## config.mk

```make
export PLATFORM = sky130hd
export DESIGN_NAME = traffic_phase_sequencer
export DESIGN_NICKNAME = d
export VERILOG_FILES = /design/src/rtl/traffic_phase_sequencer.sv
export SDC_FILE = /design/constraint.sdc
export NUM_CORES = 1
export LEC_CHECK = 0
export CORE_MARGIN = 2
export CORE_UTILIZATION = 33
export CTS_CLUSTER_SIZE = 25
export DETAILED_ROUTE_END_ITERATION = 12
export GPL_ROUTABILITY_DRIVEN = 0
export PLACE_DENSITY = 0.61
export SLEW_MARGIN = 5
export SYNTH_ARGS = -nofsm -noshare
export SYNTH_HDL_FRONTEND = slang
export SYNTH_SLANG_ARGS = --single-unit
```

## constraint.sdc

```tcl
create_clock -name clk -period 1.65 [get_ports clk]
set_input_delay 0.495 -clock clk [delete_from_list [all_inputs] [get_ports clk]]
set_output_delay 0.495 -clock clk [all_outputs]
set_load 0.02 [all_outputs]
```

## src/rtl/traffic_phase_sequencer.sv

```systemverilog
// Traffic phase sequencer: steps main/side/walk lamp phases and restarts the interval timer on each phase entry.
// State, lamps, Value and start_timer are all registered; the timer's expiry is the only thing that advances a phase.
module traffic_phase_sequencer #(
  parameter int T_BASE = 6,
  parameter int T_EXT  = 3,
  parameter int T_YEL  = 2
) (
  input  logic       clk,
  input  logic       Reset_Sync,
  input  logic       Sensor,
  input  logic       Walk_Request,
  input  logic       expired,
  output logic [3:0] Value,
  output logic       start_timer,
  output logic [2:0] main_lamps,
  output logic [2:0] side_lamps,
  output logic       walk_lamp
);

  if (T_BASE < 1 || T_BASE > 15 || T_EXT < 1 || T_EXT > 15 || T_YEL < 1 || T_YEL > 15) begin : g_bad_param
    $error("traffic_phase_sequencer: intervals must lie in 1..15");
  end

  localparam logic [2:0] RED = 3'b100;
  localparam logic [2:0] YEL = 3'b010;
  localparam logic [2:0] GRN = 3'b001;
  localparam logic [3:0] V_BASE = 4'(T_BASE);
  localparam logic [3:0] V_EXT  = 4'(T_EXT);
  localparam logic [3:0] V_YEL  = 4'(T_YEL);

  typedef enum logic [2:0] {
    MAIN_G1, MAIN_G2, MAIN_Y, WALK, SIDE_G, SIDE_GX, SIDE_Y
  } state_t;

  state_t     state, next_state;
  logic [1:0] sensor_q;
  logic [2:0] walk_q;
  logic [2:0] exp_q;
  logic [2:0] blank_cnt;
  logic       restart_pend;
  logic       walk_pending;
  logic       sensor_s, walk_edge, exp_edge, advance;
  logic [3:0] nxt_value;
  logic [2:0] nxt_main, nxt_side;
  logic       nxt_walk;

  assign sensor_s  = sensor_q[1];
  assign walk_edge = walk_q[1] & ~walk_q[2];
  assign exp_edge  = exp_q[1] & ~exp_q[2];
  // Edges inside the blanking window are the previous interval's expiry still crossing the synchronizer.
  assign advance   = exp_edge && (blank_cnt == 3'd0);

  always_comb begin
    next_state = state;
    if (advance) begin
      case (state)
        MAIN_G1: next_state = MAIN_G2;
        MAIN_G2: next_state = MAIN_Y;
        MAIN_Y:  next_state = walk_pending ? WALK : SIDE_G;
        WALK:    next_state = SIDE_G;
        SIDE_G:  next_state = sensor_s ? SIDE_GX : SIDE_Y;
        SIDE_GX: next_state = SIDE_Y;
        SIDE_Y:  next_state = MAIN_G1;
        default: next_state = MAIN_G1;
      endcase
    end
  end

  always_comb begin
    nxt_value = V_BASE;
    nxt_main  = RED;
    nxt_side  = RED;
    nxt_walk  = 1'b0;
    case (next_state)
      MAIN_G1: nxt_main = GRN;
      MAIN_G2: begin
        nxt_main  = GRN;
        nxt_value = sensor_s ? V_EXT : V_BASE;
      end
      MAIN_Y: begin
        nxt_main  = YEL;
        nxt_value = V_YEL;
      end
      WALK: begin
        nxt_walk  = 1'b1;
        nxt_value = V_EXT;
      end
      SIDE_G:  nxt_side = GRN;
      SIDE_GX: begin
        nxt_side  = GRN;
        nxt_value = V_EXT;
      end
      SIDE_Y: begin
        nxt_side  = YEL;
        nxt_value = V_YEL;
      end
      default: nxt_main = GRN;
    endcase
  end

  always_ff @(posedge clk or posedge Reset_Sync) begin
    if (Reset_Sync) begin
      state        <= MAIN_G1;
      sensor_q     <= '0;
      walk_q       <= '0;
      exp_q        <= '0;
      blank_cnt    <= '0;
      restart_pend <= 1'b1;
      walk_pending <= 1'b0;
      Value        <= V_BASE;
      start_timer  <= 1'b0;
      main_lamps   <= GRN;
      side_lamps   <= RED;
      walk_lamp    <= 1'b0;
    end else begin
      sensor_q     <= {sensor_q[0], Sensor};
      walk_q       <= {walk_q[1:0], Walk_Request};
      exp_q        <= {exp_q[1:0], expired};
      state        <= next_state;
      main_lamps   <= nxt_main;
      side_lamps   <= nxt_side;
      walk_lamp    <= nxt_walk;
      restart_pend <= 1'b0;
      start_timer  <= advance | restart_pend;
      // Value only moves at a phase entry so the timer's autonomous reload never sees a change mid-interval.
      if (advance) Value <= nxt_value;
      if (advance || restart_pend) blank_cnt <= 3'd4;
      else if (blank_cnt != 3'd0) blank_cnt <= blank_cnt - 3'd1;
      walk_pending <= (walk_pending & ~(advance && next_state == WALK)) | walk_edge;
    end
  end

endmodule

```

==> results.yml <==
place:
  dp_hpwl_mm: 1.119
  place_area_um2: 1245
  port-buffer-count: 14
cells_and_area:
  antenna_cells: 0
  area_delta_synth_final_pct: 16.96
  layout_commonest_cell: "dfrtp_1"
  final_cell_mix: "dfrtp_1 (22), inv_1 (8), dlygate4sd2_1 (7)"
  layout-drive-gt1-share: 0.1376
  finish.net_count: 117
  fin_area_um2: 1260
sta:
  fin_crit_sh: 0.9351
  fin_worst_skew_ns: 0.002689
  fmax_ghz: 0.6481
  hold_viol: 0
  timing.final.crit_period_ns: 1.543
  rsz0062_at_grt: "false"
  finalMaxSlewViolations: 0
  setup_viol: 0
  fin_tns_setup_ns: 0
  hold_ws_ns: 0.3651
routing:
  drtIter0Drc: 4
  antenna_left: 0
  vias: 689
  wl_mm: 1.650
  first_pass_iters: 4
  wl_per_cell_um: 10.78
  vias_per_cell: 4.503
  drc: 0
run_status:
  outcome: "finished, final reports clean"
yosys:
  synth_top_area_cell: "dfrtp_1"
  syn_inst: 95
  synthArstFlopShare: 1.000
  seq_area_frac_synth: 0.6086
  synth-seq-cells: 26
  synthFlopType: "dfrtp_1"
  postSynthAreaPerCell_um2: 11.34
  netlist_top_cells_area: "dfrtp_1 (51%), dfstp_2 (9.8%), nand2b_1 (2.9%)"
  synth.distinct_cells: 31
  synth_top_area_share: 0.5110
  synth_warnings: 0
  syn-cell-area_um2: 1077
  synth_edf_count: 0
floorplan:
  dieArea_um2: 3737
  coreArea_um2: 3078
  placementRows: 20
  ios: 17
  start_util: 0.3500
  die_w_um: 61.14
  dieHeight_um: 61.14
flow_run:
  cap_violations: 0
cts:
  post_cts_buffers: 0
  numCtsBuffers: 3
  cts.sinks: 26
  cts_htree_levels: 1
  clockRootBuffer: "clkbuf_4"
  clk_pin_slew_ns: 0.13
  cts_tree: "built"
  ctsLongestPathBuffers: 2
  clk_latency_ns: 0.32
critical_path:
  crit_chain: "dlygate4sd2_1"
  crit_cells: 1
  path_class: "reg -> out"
  critPathTopFamily: "flip-flops"
  endpoint_kind: "primary output"
  crit_fanout: 2
  r2r_cells: 5
  required_ns: 1.15
  worst_setup_path_start_kind: "flip-flop"
  worst-path-buf-inv: 1
  critPathMaxStageDelay_ns: 0.41
  critPathSlowestCell: "dfrtp_1"
  worstPathArrival_ns: 1.05
global_route:
  grt_usage: 0.1066
  grt_max_degree: 27
  grt_pass1_vias: 679
  antenna_found_initial: 0
  grt_pass1_wl_mm: 2.863
  grt-ovfl-total: 0
power_and_ir_drop:
  ir_drop_v: 0.0004744
  pwr_density_cell_nw_per_um2: 1530
  p_leak_nw: 0.5757
  p_total_w: 0.001927
hold_path:
  hp-class: "reg -> reg"
  hold_path_depth: 0
-- cell usage after synthesis, types with 3 or more instances --
master and n:
o21ai_0 5, o22ai_1 3, dfrtp_1 22, nor2_1 3, a21oi_1 4, dfstp_2 4, inv_1 8, nand2_1 6
nand2b_1 5, o21ai_1 6
-- power breakdown --
group	internal, W	switching, W	total [W]
Sequential	0.000807	0.000141	0.000948
Clock	0.000135	0.000182	0.000317
Combinational	0.000287	0.000376	0.000663
-- registers in the layout (all words and copies together), names as in the netlist, 2 cells and up --
name and flops:
walk_q 3, main_lamps 3, Value 2, state 3
blank_cnt 3, side_lamps 3, exp_q 3, sensor_q 2
-- through the flow --
step	utilization	cells	setup slack, ns
2_1_floorplan	-	96	0.1947
3_3_place_gp	0.4045	149	0.05223
3_5_place_dp	0.4045	149	0.05634
4_1_cts	0.4146	153	0.009391
5_1_grt	0.4094	153	0.02347
6_report	0.4094	153	0.1070
-- kinds of logic after synthesis --
kind of cell / count (synthesis) / synth area share
buffers and inverters: 14 / 0.06387
other: 2 / 0.006971
adders and majority gates: 2 / 0.02323
and+or+nand+nor: 25 / 0.1487
DFF: 26 / 0.6086
xor gates and xnor gates: 2 / 0.01626
AOI/OAI and AO/OA: 24 / 0.1324
-- layout make-up --
cell class	instances	area, um^2
Fill cell	319	1818
Sequential cell	26	655.6
Multi-Input combinational cell	56	359.1
Timing Repair Buffer	15	123.9
Tap cell	44	55.05
Clock buffer	4	36.28
Inverter	8	30.03
-- worst paths after layout --
kind,slack [ns],start,to
max in group asynchronous,0.86,Reset_Sync,side_lamps[2]$_DFF_PP1_
setup reg to reg,0.12,blank_cnt[0]$_DFFE_PP0P_,main_lamps[1]$_DFF_PP0_
hold reg to reg,0.37,exp_q[0]$_DFF_PP0_,exp_q[1]$_DFF_PP0_
hold / removal,0.37,exp_q[0]$_DFF_PP0_,exp_q[1]$_DFF_PP0_
setup / recovery,0.11,Value[0]$_DFFE_PP0N_,Value[0]
min in group asynchronous,0.50,Reset_Sync,exp_q[0]$_DFF_PP0_
-- what timing repair did --
action	4_1_cts	5_1_grt
hold buffers	0	0
pin swaps	0	0
endpoints found under the setup margin	10	4
gates resized for setup	16	4
-- per-layer routing --
metal,GRT usage,vias up,wire length (um)
met3,0.02941,6,88
met1,0.1331,322,793
met4,0.07764,0,59
met5,0,-,0
li1,-,342,-
met2,0.1581,19,708
Note: power is estimated with default switching activity, not from simulation.
